===== config.mk =====
export PLATFORM = sky130hd
export DESIGN_NAME = wash_phase_timer_flat
export DESIGN_NICKNAME = d
export VERILOG_FILES = /design/src/rtl/wash_phase_timer_if.sv /design/src/rtl/wash_phase_timer.sv /design/src/flat_wrapper.sv
export SDC_FILE = /design/constraint.sdc
export NUM_CORES = 1
export LEC_CHECK = 0
export CORE_AREA = 2 2 55 42
export CTS_CLUSTER_SIZE = 25
export DETAILED_ROUTE_END_ITERATION = 10
export DIE_AREA = 0 0 57 44
export PLACE_DENSITY = 0.75
export SYNTH_ARGS = -nofsm -noshare
export SYNTH_HDL_FRONTEND = slang
export SYNTH_SLANG_ARGS = --single-unit

===== constraint.sdc =====
create_clock -name clk -period 2.7 [get_ports clk]
set_clock_uncertainty 0.1 [all_clocks]
set_input_delay 0.405 -clock clk [delete_from_list [all_inputs] [get_ports clk]]
set_output_delay 0.405 -clock clk [all_outputs]
set_load 0.01 [all_outputs]

===== src/rtl/wash_phase_timer_if.sv =====
// Phase/timeout bundle between the wash controller (master) and wash_phase_timer (slave).
interface wash_phase_timer_if #(
    parameter int CNT_W = 8
);
    logic             soap_wash;
    logic             water_wash;
    logic             motor_on;
    logic             drain_value_on;
    logic             door_close;
    logic             cycle_timeout;
    logic             spin_timeout;
    logic [CNT_W-1:0] remaining;
    logic             busy;

    modport master (
        output soap_wash, water_wash, motor_on, drain_value_on, door_close,
        input  cycle_timeout, spin_timeout, remaining, busy
    );

    modport slave (
        input  soap_wash, water_wash, motor_on, drain_value_on, door_close,
        output cycle_timeout, spin_timeout, remaining, busy
    );
endinterface


===== src/rtl/wash_phase_timer.sv =====
// Counts soap/rinse/spin phase durations and raises the controller's timeout inputs.
// Optional door pause: define WASH_PHASE_TIMER_PAUSE_EN.
module wash_phase_timer #(
    parameter int TICK_DIV    = 4,
    parameter int SOAP_TICKS  = 6,
    parameter int RINSE_TICKS = 4,
    parameter int SPIN_TICKS  = 5,
    parameter int CNT_W       = 8
) (
    input  logic               clk,
    input  logic               reset,
    wash_phase_timer_if.slave  bus
);

    localparam int PS_W = (TICK_DIV > 1) ? $clog2(TICK_DIV) : 1;

    localparam logic [2:0] IDLE     = 3'd0;
    localparam logic [2:0] WASH_RUN = 3'd1;
    localparam logic [2:0] WASH_EXP = 3'd2;
    localparam logic [2:0] SPIN_RUN = 3'd3;
    localparam logic [2:0] SPIN_EXP = 3'd4;

    logic [2:0]       state, state_nxt;
    logic [CNT_W-1:0] remaining, remaining_nxt;
    logic [PS_W-1:0]  prescaler, prescaler_nxt;
    logic             soap_sel, soap_sel_nxt;
    logic             phase_in;
    logic             tick;
    logic             hold;

`ifdef WASH_PHASE_TIMER_PAUSE_EN
    // An open door freezes the running phase; aborts are still honoured.
    assign hold = !bus.door_close;
`else
    logic unused_door_close;
    assign unused_door_close = bus.door_close;
    assign hold              = 1'b0;
`endif

    // The wash input that started the current phase is the one that keeps it alive.
    assign phase_in = soap_sel ? bus.soap_wash : bus.water_wash;
    assign tick     = (prescaler == PS_W'(TICK_DIV - 1));

    always_comb begin
        // NOTE: every always_comb output gets a default first so no path leaves it unassigned (no latch).
        state_nxt     = state;
        remaining_nxt = remaining;
        prescaler_nxt = prescaler;
        soap_sel_nxt  = soap_sel;

        case (state)
            IDLE: begin
                if (bus.motor_on && bus.soap_wash) begin
                    state_nxt     = WASH_RUN;
                    remaining_nxt = CNT_W'(SOAP_TICKS);
                    prescaler_nxt = '0;
                    soap_sel_nxt  = 1'b1;
                end else if (bus.motor_on && bus.water_wash) begin
                    state_nxt     = WASH_RUN;
                    remaining_nxt = CNT_W'(RINSE_TICKS);
                    prescaler_nxt = '0;
                    soap_sel_nxt  = 1'b0;
                end else if (bus.motor_on && bus.drain_value_on &&
                             !bus.soap_wash && !bus.water_wash) begin
                    state_nxt     = SPIN_RUN;
                    remaining_nxt = CNT_W'(SPIN_TICKS);
                    prescaler_nxt = '0;
                end
            end

            WASH_RUN, SPIN_RUN: begin
                if (!bus.motor_on || (state == WASH_RUN && !phase_in)) begin
                    state_nxt     = IDLE;
                    remaining_nxt = '0;
                    prescaler_nxt = '0;
                end else if (!hold) begin
                    if (tick) begin
                        prescaler_nxt = '0;
                        if (remaining <= CNT_W'(1)) begin
                            remaining_nxt = '0;
                            state_nxt     = (state == WASH_RUN) ? WASH_EXP : SPIN_EXP;
                        end else begin
                            remaining_nxt = remaining - CNT_W'(1);
                        end
                    end else begin
                        prescaler_nxt = prescaler + PS_W'(1);
                    end
                end
            end

            WASH_EXP: begin
                if (!phase_in) state_nxt = IDLE;
            end

            SPIN_EXP: begin
                if (!bus.motor_on) state_nxt = IDLE;
            end

            default: begin
                state_nxt     = IDLE;
                remaining_nxt = '0;
                prescaler_nxt = '0;
            end
        endcase
    end

    always_ff @(posedge clk) begin
        // NOTE: registers take non-blocking assignments so every flop samples pre-edge values.
        if (reset) begin
            state     <= IDLE;
            remaining <= '0;
            prescaler <= '0;
            soap_sel  <= 1'b0;
        end else begin
            state     <= state_nxt;
            remaining <= remaining_nxt;
            prescaler <= prescaler_nxt;
            soap_sel  <= soap_sel_nxt;
        end
    end

    assign bus.cycle_timeout = (state == WASH_EXP);
    assign bus.spin_timeout  = (state == SPIN_EXP);
    assign bus.busy          = (state != IDLE);
    assign bus.remaining     = remaining;

endmodule


===== src/flat_wrapper.sv =====
// flat-port wrapper written by rule: the top's interface ports become plain ports
module wash_phase_timer_flat 
#(
    parameter int TICK_DIV    = 4,
    parameter int SOAP_TICKS  = 6,
    parameter int RINSE_TICKS = 4,
    parameter int SPIN_TICKS  = 5,
    parameter int CNT_W       = 8
)
  (clk, reset, bus_soap_wash, bus_water_wash, bus_motor_on, bus_drain_value_on, bus_door_close, bus_cycle_timeout, bus_spin_timeout, bus_remaining, bus_busy);
  wash_phase_timer_if #(.CNT_W(CNT_W)) bus_i ();
  input  logic clk;
  input  logic reset;
  input wire logic [$bits(bus_i.soap_wash)-1:0] bus_soap_wash;
  input wire logic [$bits(bus_i.water_wash)-1:0] bus_water_wash;
  input wire logic [$bits(bus_i.motor_on)-1:0] bus_motor_on;
  input wire logic [$bits(bus_i.drain_value_on)-1:0] bus_drain_value_on;
  input wire logic [$bits(bus_i.door_close)-1:0] bus_door_close;
  output wire logic [$bits(bus_i.cycle_timeout)-1:0] bus_cycle_timeout;
  output wire logic [$bits(bus_i.spin_timeout)-1:0] bus_spin_timeout;
  output wire logic [$bits(bus_i.remaining)-1:0] bus_remaining;
  output wire logic [$bits(bus_i.busy)-1:0] bus_busy;
  assign bus_i.soap_wash = bus_soap_wash;
  assign bus_i.water_wash = bus_water_wash;
  assign bus_i.motor_on = bus_motor_on;
  assign bus_i.drain_value_on = bus_drain_value_on;
  assign bus_i.door_close = bus_door_close;
  assign bus_cycle_timeout = bus_i.cycle_timeout;
  assign bus_spin_timeout = bus_i.spin_timeout;
  assign bus_remaining = bus_i.remaining;
  assign bus_busy = bus_i.busy;
  wash_phase_timer #(.TICK_DIV(TICK_DIV), .SOAP_TICKS(SOAP_TICKS), .RINSE_TICKS(RINSE_TICKS), .SPIN_TICKS(SPIN_TICKS), .CNT_W(CNT_W)) u_core (.clk(clk), .reset(reset), .bus(bus_i));
endmodule

==> results of run 1 <==
[tightest hold or removal path: cells and delay by family (launching register included)]
family	cells	cell delay, ns
simple gates	1	0.05
flops	1	0.32
compound gates	1	0.05
[through the flow]
step | instance area (um^2) | hold WS, ns
2_1_floorplan | 896 | 0.341
3_3_place_gp | 1090 | 0.354
3_5_place_dp | 1090 | 0.359
4_1_cts | 1110 | 0.373
5_1_grt | 1110 | 0.399
6_report | 1110 | 0.368
[final cells by class]
class,instances,area share
sequential,14,0.251
clock buffer,3,0.0202
tap,24,0.0269
timing repair buffer,18,0.157
inverter,6,0.0202
multi-input combinational,85,0.524
[logic make-up after synthesis]
| logic type | synth area share |
|---|---|
| AO/OA/AOI/OAI | 0.292 |
| XOR/XNOR | 0.00978 |
| adder cells (fa/ha/maj) | 0.0419 |
| buffers and inverters | 0.0349 |
| flip-flops | 0.313 |
| multiplexers | 0.0126 |
| AND/OR/NAND/NOR | 0.296 |
[synth_stat cells (2+ instances only)]
cell type | n | area, um^2
nor4bb_1 | 2 | 20.0
o211a_1 | 2 | 20.0
a31oi_1 | 2 | 12.5
nor2_1 | 11 | 41.3
o21ai_0 | 9 | 45.0
inv_1 | 5 | 18.8
nand2b_1 | 3 | 18.8
nor3b_1 | 3 | 22.5
or4_1 | 2 | 15.0
nand3_1 | 3 | 15.0
a22o_1 | 2 | 17.5
a21oi_1 | 8 | 40.0
nand3b_1 | 2 | 15.0
nand2_1 | 6 | 22.5
ha_1 | 3 | 37.5
dfxtp_1 | 14 | 280
and2_1 | 2 | 12.5
nor2b_1 | 2 | 12.5
nor3_1 | 4 | 20.0
or3_1 | 3 | 18.8
a211oi_1 | 2 | 15.0
[layer usage]
metal  vias to the layer above  global-route usage  share of wire
met1                       403               0.257           0.47
met5                         -                   0              0
li1                        448                   -              -
met2                        22               0.297           0.46
met3                         4              0.0657          0.062
met4                         0              0.0419         0.0088
[report_power, final]
group,internal (mW),switching (mW)
combinational,0.250,0.272
sequential,0.248,0.0721
clock,0.0518,0.0677
total,0.549,0.412
[final timing paths]
| path | endpoint | slack (ns) | depth (start not counted) |
|---|---|---|---|
| min | u_core.soap_sel | 0.37 | 2 |
| max reg2reg | u_core.bus.remaining[7] | 0.56 | 6 |
| max | bus_cycle_timeout | 0.38 | 2 |
| min reg2reg | u_core.soap_sel | 0.37 | 2 |
[flip-flops by register name, indices dropped and copies added, names as in the netlist]
register              cells
u_core.bus.remaining      8
u_core.state              3
u_core.soap_sel           1
u_core.prescaler          2
==> qor.tcl, run 1 <==
set qor(drc) 0
set qor(max_slew.worst_pin.slew_ns) 0.450
set qor(fin_nets) 138
set qor(synth_seq_cells) 14
set qor(cp_data_arrival_time_ns) 1.82
set qor(routedWlPerCell_um) 14.4
set qor(timing.setup.critical_path_class) {register to output port}
set qor(detail_route.vias_per_cell) 5.85
set qor(die_w_um) 57
set qor(synth-edff-count) 0
set qor(yosysSeqAreaShare) 0.313
set qor(clock_sinks) 14
set qor(ant_nets) 0
set qor(outcome) {completed}
set qor(rsz0062_at_grt) {no}
set qor(area.growth.synth_to_final_pct) 24.4
set qor(htreeDepth) 1
set qor(start_kind) {register}
set qor(worst_path_largest_cell_delay_ns) 0.60
set qor(hold_path_startpoint) {u_core.soap_sel}
set qor(hold_path.class) {register to register}
set qor(antenna_violations_before_repair) 0
set qor(die_h_um) 44
set qor(drive_gt1_frac) 0.0952
set qor(numPlacedInstances) 147
set qor(worstPathRequired_ns) 2.19
set qor(cts_post_setup_buffers_inserted) 0
set qor(remaining_global_route_overflow) 0
set qor(cp-end-kind) {output port}
set qor(highest_ir_drop_seen_on_vdd_v) 0.000631
set qor(total_leakage_power_nw) 0.411
set qor(p_per_area_mw_per_mm2) 862
set qor(post-route-util) 0.558
set qor(finalWorstSetupSlack_ns) 0.376
set qor(grtUsageTotal) 0.190
set qor(via_count) 877
set qor(fin_setup_tns_ns) 0
set qor(post_synth_instance_area_um2) 896
set qor(placementRows) 14
set qor(io_buffers) 16
set qor(max_cap_violations) 0
set qor(multiInputGateArea_um2) 584
set qor(floorplan.core_area_mm2) 0.00200
set qor(power_mw) 0.961
set qor(detailedPlace.worstSlack_ns) 0.187
set qor(yosysWarningCount) 0
set qor(worstSkewPairLatency_ns) 0.28
set qor(number_of_cells_upsized_or_downsized_after_cts) 0
set qor(wl_um) 2150
set qor(path_cells) {nor3b_1 -> clkdlybuf4s50_1}
set qor(achievable-frequency_mhz) 430
set qor(critical_path.top_delay_family) {flip-flops}
set qor(worst-path-max-fanout) 11
set qor(slowest_stage) {dfxtp_1}
set qor(seqCellArea_um2) 280
set qor(layout.cells.most_common_list) {16 x clkdlybuf4s50_1, 14 x dfxtp_1, 11 x nor2_1, 9 x o21ai_0, 8 x a21oi_1}
set qor(worst-path-buf-inv) 1
set qor(fp.dieArea_mm2) 0.00251
set qor(pin_count) 18
set qor(clk_pin_slew_ns) 0.08
set qor(ys_async_sr_fraction) 0
set qor(post_synth_num_cell_types) 38
set qor(place.gp.congestion) 0.799
set qor(worst_slew_margin_rel) 0.700
set qor(period_share) 0.861
set qor(post_cts_hold_buffer_count) 0
set qor(place.detailed.hpwl_um) 1660
set qor(drtPass1Iterations) 4
set qor(cts.root.buffer_cell) {clkbuf_4}
set qor(filler_cell_count) 198
set qor(final_report_hold_violation_count) 0
set qor(instances_no_fill) 150
set qor(grt_pass1_wl_um) 3570
set qor(tritoncts) {done}
set qor(synth_flop_cell) {dfxtp_1}
set qor(floorplan.initialDensity) 0.449
set qor(via_count_of_the_first_global_routing_pass) 766
set qor(starting_drc_count_in_detailed_routing) 25
set qor(finalCriticalPeriod_ns) 2.32
set qor(post_synth_inst_count) 107
set qor(setup-violations-final) 0
set qor(avgSynthCellArea_um2) 8.37
set qor(antenna_cells) 0
set qor(grt_start_max_net_pins) 14
set qor(layout_commonest_cell) {clkdlybuf4s50_1}
set qor(synth_nets) 117
set qor(r2r-start) {u_core.bus.remaining[0]}
set qor(cts_made_buffers) 3
set qor(report.final.slew_viol_count) 0
set qor(cts_buffer_depth) 2
set qor(worst_setup_path_startpoint) {u_core.state[1]}
Power figures use the tool's default switching activity.
==> run 2: changes to the inputs <==
--- a/config.mk
+++ b/config.mk
@@ -6,6 +6,7 @@
 export NUM_CORES = 1
 export LEC_CHECK = 0
 export CORE_AREA = 2 2 55 42
+export CTS_BUF_LIST = sky130_fd_sc_hd__clkbuf_4
 export CTS_CLUSTER_SIZE = 25
 export DETAILED_ROUTE_END_ITERATION = 10
 export DIE_AREA = 0 0 57 44
==> constraint.sdc (replaced) <==
create_clock -name clk -period 2.8 [get_ports clk]
set_clock_uncertainty 0.1 [all_clocks]
set_input_delay 0.42 -clock clk [delete_from_list [all_inputs] [get_ports clk]]
set_output_delay 0.42 -clock clk [all_outputs]
set_load 0.01 [all_outputs]
==> qor.tcl, run 2 (synthesized netlist as in run 1, its figures left out) <==
set qor(drtPass1Iterations) 4
set qor(largestRegisters) {u_core.bus.remaining: 8 flops, u_core.state: 3 flops, u_core.prescaler: 2 flops}
set qor(placementRows) 14
set qor(r2r-start) {u_core.bus.remaining[0]}
set qor(die_h_um) 44
set qor(highest_ir_drop_seen_on_vdd_v) 0.000463
set qor(finalWorstSetupSlack_ns) 0.487
set qor(post_dp_cell_area_mm2) 0.00109
set qor(place.detailed.hpwl_um) 1530
set qor(cp-end-kind) {output port}
set qor(cts_made_buffers) 3
set qor(period_share) 0.826
set qor(cts.root.buffer_cell) {clkbuf_4}
set qor(grtUsageTotal) 0.188
set qor(p_int_mw) 0.531
set qor(worstReg2RegEnd) {u_core.bus.remaining[7]}
set qor(detail_route.vias_per_cell) 5.88
set qor(fin_hold_ws_ns) 0.376
set qor(ant_nets) 0
set qor(pin_count) 18
set qor(timing.setup.critical_path_class) {register to output port}
set qor(cp_data_arrival_time_ns) 1.79
set qor(worst-path-max-fanout) 11
set qor(outcome) {completed}
set qor(number_of_cells_upsized_or_downsized_after_cts) 0
set qor(worst_setup_path_startpoint) {u_core.state[1]}
set qor(clk_pin_slew_ns) 0.09
set qor(numPlacedInstances) 147
set qor(switchingPower_mw) 0.393
set qor(routedWlPerCell_um) 13.7
set qor(grt_pass1_wl_um) 3570
set qor(io_buffers) 16
set qor(starting_drc_count_in_detailed_routing) 20
set qor(fin_setup_tns_ns) 0
set qor(die_w_um) 57
set qor(clock_sinks) 14
set qor(layout.cells.most_common_list) {16 x clkdlybuf4s50_1, 14 x dfxtp_1, 11 x nor2_1, 9 x o21ai_0, 8 x a21oi_1}
set qor(cts_post_setup_buffers_inserted) 0
set qor(crit_end) {bus_busy}
set qor(floorplan.initialDensity) 0.449
set qor(achievable-frequency_mhz) 432
set qor(design_area_mm2) 0.00112
set qor(final_report_hold_violation_count) 0
set qor(power_switching_share) 0.425
set qor(htreeDepth) 1
set qor(power.clock.fraction) 0.133
set qor(fin_nets) 138
set qor(place.gp.congestion) 0.806
set qor(worst_slew_margin_rel) 0.705
set qor(regMostFlops) {u_core.bus.remaining}
set qor(fp.dieArea_mm2) 0.00251
set qor(hold_path.class) {register to register}
set qor(post-route-util) 0.560
set qor(worstPathRequired_ns) 2.28
set qor(drc) 0
set qor(via_count) 888
set qor(layout_commonest_cell) {clkdlybuf4s50_1}
set qor(drive_gt1_frac) 0.0945
set qor(setup-violations-final) 0
set qor(instances_no_fill) 151
set qor(ff2ff_path_depth) 6
set qor(largest_register_ffs) 8
set qor(worstSkewPairLatency_ns) 0.29
set qor(power_mw) 0.924
set qor(total_leakage_power_nw) 0.413
set qor(worst-r2r-setup-slack_ns) 0.66
set qor(max_slew.worst_pin.slew_ns) 0.442
set qor(detailedPlace.worstSlack_ns) 0.266
set qor(p_per_area_mw_per_mm2) 826
set qor(remaining_global_route_overflow) 0
set qor(combinationalPowerShare) 0.532
set qor(finalCriticalPeriod_ns) 2.31
set qor(floorplan.core_area_mm2) 0.00200
set qor(rsz0062_at_grt) {no}
set qor(via_count_of_the_first_global_routing_pass) 775
set qor(antenna_violations_before_repair) 0
set qor(grt_start_max_net_pins) 14
set qor(antenna_cells) 0
set qor(wl_um) 2070
set qor(share_seq_of_total_power) 0.335
set qor(cts_buffer_depth) 2
set qor(tritoncts) {done}
set qor(start_kind) {register}
set qor(report.final.slew_viol_count) 0
set qor(max_cap_violations) 0
set qor(area.growth.synth_to_final_pct) 24.9
set qor(post_cts_hold_buffer_count) 0
run 2: routing by layer:
metal | global-route usage | vias to the layer above | share of wire
met4 | 0.0698 | 0 | 0.015
met3 | 0.0567 | 5 | 0.054
met2 | 0.253 | 21 | 0.42
met5 | 0 | - | 0
met1 | 0.279 | 416 | 0.51
li1 | - | 446 | -
run 2: power groups by stage:
stage / logic (mW) / clock network (mW) / registers, mW
2_1_floorplan: 0.353 / 0 / 0.293
3_3_place_gp: 0.481 / 0 / 0.311
3_5_place_dp: 0.489 / 0 / 0.313
4_1_cts: 0.492 / 0.127 / 0.309
5_1_grt: 0.551 / 0.138 / 0.322
6_report: 0.492 / 0.123 / 0.310
run 2: worst max-delay path: stages (launching register included):
cell	delay [ns]
dfxtp_1	0.45
nor3_1	0.42
inv_1	0.13
clkdlybuf4s50_1	0.50
run 2: worst min path at each step:
stage                     from         endpoint  slack [ns]  depth (start not counted)
3_3_place_gp   u_core.soap_sel  u_core.soap_sel        0.35                          2
4_1_cts        u_core.soap_sel  u_core.soap_sel        0.38                          2
2_1_floorplan  u_core.soap_sel  u_core.soap_sel        0.34                          2
5_1_grt        u_core.soap_sel  u_core.soap_sel        0.41                          2
6_report       u_core.soap_sel  u_core.soap_sel        0.38                          2
3_5_place_dp   u_core.soap_sel  u_core.soap_sel        0.37                          2
run 2: cell type report:
cell class,count,area (um^2)
Sequential cell,14,280
Clock buffer,3,22.5
Timing Repair Buffer,18,175
Tap cell,24,30.0
Inverter,6,22.5
Multi-Input combinational cell,85,584
Fill cell,190,878
Clock inverter,1,3.75
==> variant 1 (flow settings as in run 1) <==
`CNT_W` is set to 8 in 3 places; all go to 9.
--- a/src/rtl/wash_phase_timer_if.sv
+++ b/src/rtl/wash_phase_timer_if.sv
@@ -1,6 +1,6 @@
 // Phase/timeout bundle between the wash controller (master) and wash_phase_timer (slave).
 interface wash_phase_timer_if #(
-    parameter int CNT_W = 8
+    parameter int CNT_W = 9
 );
     logic             soap_wash;
     logic             water_wash;
--- a/src/rtl/wash_phase_timer.sv
+++ b/src/rtl/wash_phase_timer.sv
@@ -5,7 +5,7 @@
     parameter int SOAP_TICKS  = 6,
     parameter int RINSE_TICKS = 4,
     parameter int SPIN_TICKS  = 5,
-    parameter int CNT_W       = 8
+    parameter int CNT_W       = 9
 ) (
     input  logic               clk,
     input  logic               reset,
--- a/src/flat_wrapper.sv
+++ b/src/flat_wrapper.sv
@@ -5,7 +5,7 @@
     parameter int SOAP_TICKS  = 6,
     parameter int RINSE_TICKS = 4,
     parameter int SPIN_TICKS  = 5,
-    parameter int CNT_W       = 8
+    parameter int CNT_W       = 9
 )
   (clk, reset, bus_soap_wash, bus_water_wash, bus_motor_on, bus_drain_value_on, bus_door_close, bus_cycle_timeout, bus_spin_timeout, bus_remaining, bus_busy);
   wash_phase_timer_if #(.CNT_W(CNT_W)) bus_i ();
Ports: changed (resized bus_remaining); port bits go from 18 to 19. No check against the original RTL was run, so the function may have changed too.
==> variant 1 against run 1 <==
- wire length increased by 4.4%
- first-iteration DRC count increased by 24%
- total power decreased by 0.82%
- fmax increased by 0.78%
- final cell count increased by 8.7%
- synthesized area increased by 11%
- design area increased by 8.1%
- setup slack improved by 0.018 ns
- sequential cell count increased by 1
- highest routed layer unchanged
==> variant 1: results (changes against run 1) <==
* Met2 Wirelength at 960 um (-2.3%)
* Slew HR at 59.9% (-10 points)
* Routed WL at 2250 um (+4.4%)
* Top flop regs: u_core.bus.remaining: 9 flops, u_core.state: 3 flops, u_core.prescaler: 2 flops
* Met1 Routed Length at 1150 um (+13%)
* Synth Area in Compound Gates at 25.8% (-3.4 points)
* Nets at 150 (+8.7%)
* Post-Place Worst Slack at 0.291 ns (+0.104 ns)
* Adder-Cell Fraction of Synth Area at 3.77% (-0.42 points)
* Sequential area share after synthesis at 30.2% (-1.1 points)
* Met3 wire len at 111 um (-17%)
* Syn nets at 131 (+12%)
* Multiplexer area fraction after synthesis at 2.52% (+1.3 points)
* Vias in the first global route at 861 (+12%)
* Post-DR wirelength/cell at 13.8 um (-4.0%)
* Largest net degree at the start of global routing at 12 (-2)
* Post-synthesis xor/xnor area fraction at 0.881% (-0.097 points)
* Status: finished, final reports clean
* Initial DRC Count at 31 (+24%)
* Worst vdd ir at 0.000427 V (-32%)
* Critical path data arrival time at 1.80 ns (-0.02 ns)
* HPWL after DPL at 1690 um (+1.6%)
* Pleak at 0.460 nW (+12%)
* RePlAce Congestion at 0.810 (+1.5%)
* First-pass GRT wire length at 3910 um (+9.3%)
* Syn avg cell area at 8.22 um2 (-1.8%)
* Share of layout cells above drive strength 1 at 11.5% (+2.0 points)
* Total track usage at 20.3% (+1.3 points)
-- variant 1: cell count changes after synthesis, sizes merged, moves of 3 or more --
cell / delta
buf: +3
inv: +9
nand3: +4
nand4: +4
nor2: -4
nor3: +3
o22ai: +4
-- variant 1: worst paths after layout --
check / slack [ns] / endpoint / start
max reg2reg: 0.70 / u_core.bus.remaining[6] / u_core.prescaler[0]
min reg2reg: 0.39 / u_core.soap_sel / u_core.soap_sel
min: 0.39 / u_core.soap_sel / u_core.soap_sel
max: 0.39 / bus_cycle_timeout / u_core.state[1]
-- variant 1: cell type report --
class / instances / area share [%]
tap: 24 / 2.49
inverter: 15 / 4.67
timing repair buffer: 19 / 15.4
sequential: 15 / 24.9
clock buffer: 4 / 2.18
multi-input combinational: 86 / 50.4
-- variant 1: critical path, cell delays in order, from the launching register on --
cell and delay [ns]:
dfxtp_1 0.63, nor3b_1 0.30, clkdlybuf4s50_1 0.58
-- variant 1: per-stage QoR --
step | cell area [um2] | hold slack, ns
2_1_floorplan | 995 | 0.352
3_3_place_gp | 1180 | 0.364
6_report | 1200 | 0.394
3_5_place_dp | 1180 | 0.383
4_1_cts | 1200 | 0.399
5_1_grt | 1200 | 0.424
-- variant 1: cell families after synthesis --
family,count (synthesis)
mux,2
xor+xnor,1
fa+ha+maj,3
compound gates,34
buf+inv,20
simple gates,46
flops,15
-- variant 1: metal layers --
| layer | up-vias | GRT usage, % |
|---|---|---|
| li1 | 478 | - |
| met1 | 443 | 28.8 |
| met5 | - | 0 |
| met4 | 0 | 5.58 |
| met2 | 25 | 29.9 |
| met3 | 4 | 6.57 |
-- variant 1: power breakdown --
group,total [W],switching (W),internal [W]
registers,0.000319,0.0000631,0.000256
logic,0.000501,0.000274,0.000227
clock network,0.000132,0.0000744,0.0000576
total,0.000953,0.000412,0.000541
==> variant 2 (settings of run 1) <==
Made on the original files. Make the reset (`reset`) asynchronous in one clocked block.
--- a/src/rtl/wash_phase_timer.sv
+++ b/src/rtl/wash_phase_timer.sv
@@ -104,7 +104,7 @@
         endcase
     end
 
-    always_ff @(posedge clk) begin
+    always_ff @(posedge clk or posedge reset) begin
         // NOTE: registers take non-blocking assignments so every flop samples pre-edge values.
         if (reset) begin
             state     <= IDLE;
Behaviour: differs if reset is asserted again (counterexample within 4 cycles, from zero or initial values and one cycle with reset high); with reset held inactive, the same outputs for 10 cycles.
==> variant 2 against run 1 <==
- first-iteration DRC count decreased by 28%
- combinational power increased by 49%
- wire length decreased by 10%
- setup slack improved by 0.096 ns
- sequential cell count unchanged
- largest power group unchanged
- synthesized area decreased by 0.70%
- sequential share of layout area increased by 5.9 points
- sequential power increased by 20%
- design area increased by 1.1%
- total power increased by 36%
- final cell count decreased by 2.0%
- die area unchanged
==> variant 2: results (changes against run 1) <==
* Met3 usage in global routing at 6.27% (-0.30 points)
* Reg-to-reg slack, setup at 0.47 ns (-0.09 ns)
* Minimum hold slack at 0.359 ns (-0.00938 ns)
* Nets at 134 (-2.9%)
* Largest net degree at the start of global routing at 15 (+1)
* Met1 Routed Length at 993 um (-2.3%)
* Reg-to-Reg End: u_core.state[1]
* Share of layout cells above drive strength 1 at 9.76% (+0.23 points)
* Routed WL at 1930 um (-10%)
* Postcts setup bufs at 0 (unchanged)
* Synth cell count leaders: dfrtp_1, inv_1, nand2_1
* Clk Latency, worst-skew pair at 0.29 ns
* RePlAce Congestion at 0.828 (+3.7%)
* Met2 Usage GRT at 24.6% (-5.1 points)
* Worst vdd ir at 0.000746 V (+18%)
* Initial DRC Count at 18 (-28%)
* Filler Cell Count at 200 (+1.0%)
* CP Capture Point: u_core.state[1]
* Multiplexer area fraction after synthesis at 4.92% (+3.7 points)
* Unique masters post-synth at 31 (-18%)
* Vias in the first global route at 691 (-9.8%)
* Sequential area share after synthesis at 39.4% (+8.1 points)
* Clock Path Buffers at 2 (unchanged)
* Status: finished, final reports clean
* Adder-Cell Fraction of Synth Area at 4.22% (+0.029 points)
* HPWL after DPL at 1510 um (-8.9%)
* Synth top area cells: dfrtp_1, o21ai_0, inv_1
* Worst reg2reg path depth at 5 (-1)
* Setup crit start: u_core.bus.remaining[4]
* Critical path data arrival time at 2.31 ns (+0.49 ns)
* Synth Area in Compound Gates at 22.8% (-6.4 points)
* Total vias in the final route at 814 (-7.2%)
* CP max stage cell: or4_4
* First-pass GRT wire length at 3260 um (-8.7%)
* Pleak at 0.505 nW (+23%)
* Tightest Pin Transition at 0.566 ns (+0.116 ns)
* M1 GR Usage at 25.3% (-0.45 points)
* Post-synth ARST share at 100% (+100 points)
* Clock root cell: clkbuf_4
* Worst-path clk slew at 0.10 ns (+0.02 ns)
* YS warnings at 0 (unchanged)
* DP Area at 1090 um2 (-0.11%)
* Min-delay worst type: in -> async
* Total track usage at 17.4% (-1.7 points)
* Syn nets at 112 (-4.3%)
* Initial antenna violation count at 0 (unchanged)
* Post-synthesis xor/xnor area fraction at 0% (-0.98 points)
* Met2 Wirelength at 842 um (-14%)
* Pre-Repair DR Iteration Count at 4 (unchanged)
* Met3 wire len at 73 um (-46%)
* Slowest stage delay, CP at 0.57 ns (-0.03 ns)
* Critical Path Fanout Max at 6 (-5)
==> variant 2: cell type report <==
class	instances	area share, %
multi-input cells	76	43.8
flip-flops and latches	14	31.1
repair buffers	18	15.5
inverters	11	3.66
clock buffers	4	3.22
well taps	24	2.66
==> variant 2: report_power, final <==
part	internal (W)	switching (W)
registers	0.000285	0.0000979
logic	0.000366	0.000408
clock network	0.0000821	0.0000710
total	0.000734	0.000577
==> variant 2: through the flow <==
| step | utilization (%) | cells | setup slack [ns] |
|---|---|---|---|
| after global placement | 54.6 | 143 | 0.335 |
| after floorplan | - | 102 | 0.594 |
| after CTS | 56.5 | 147 | 0.484 |
| after detailed placement | 54.6 | 143 | 0.296 |
| final | 56.5 | 147 | 0.472 |
| after global routing | 56.5 | 147 | 0.379 |
==> variant 2: critical path, delay by kind of cell (launching register included) <==
| family | cells | cell delay, ns |
|---|---|---|
| multiplexers | 1 | 0.32 |
| flip-flops | 1 | 0.43 |
| AND/OR/NAND/NOR | 2 | 0.96 |
| AO/OA/AOI/OAI | 2 | 0.31 |
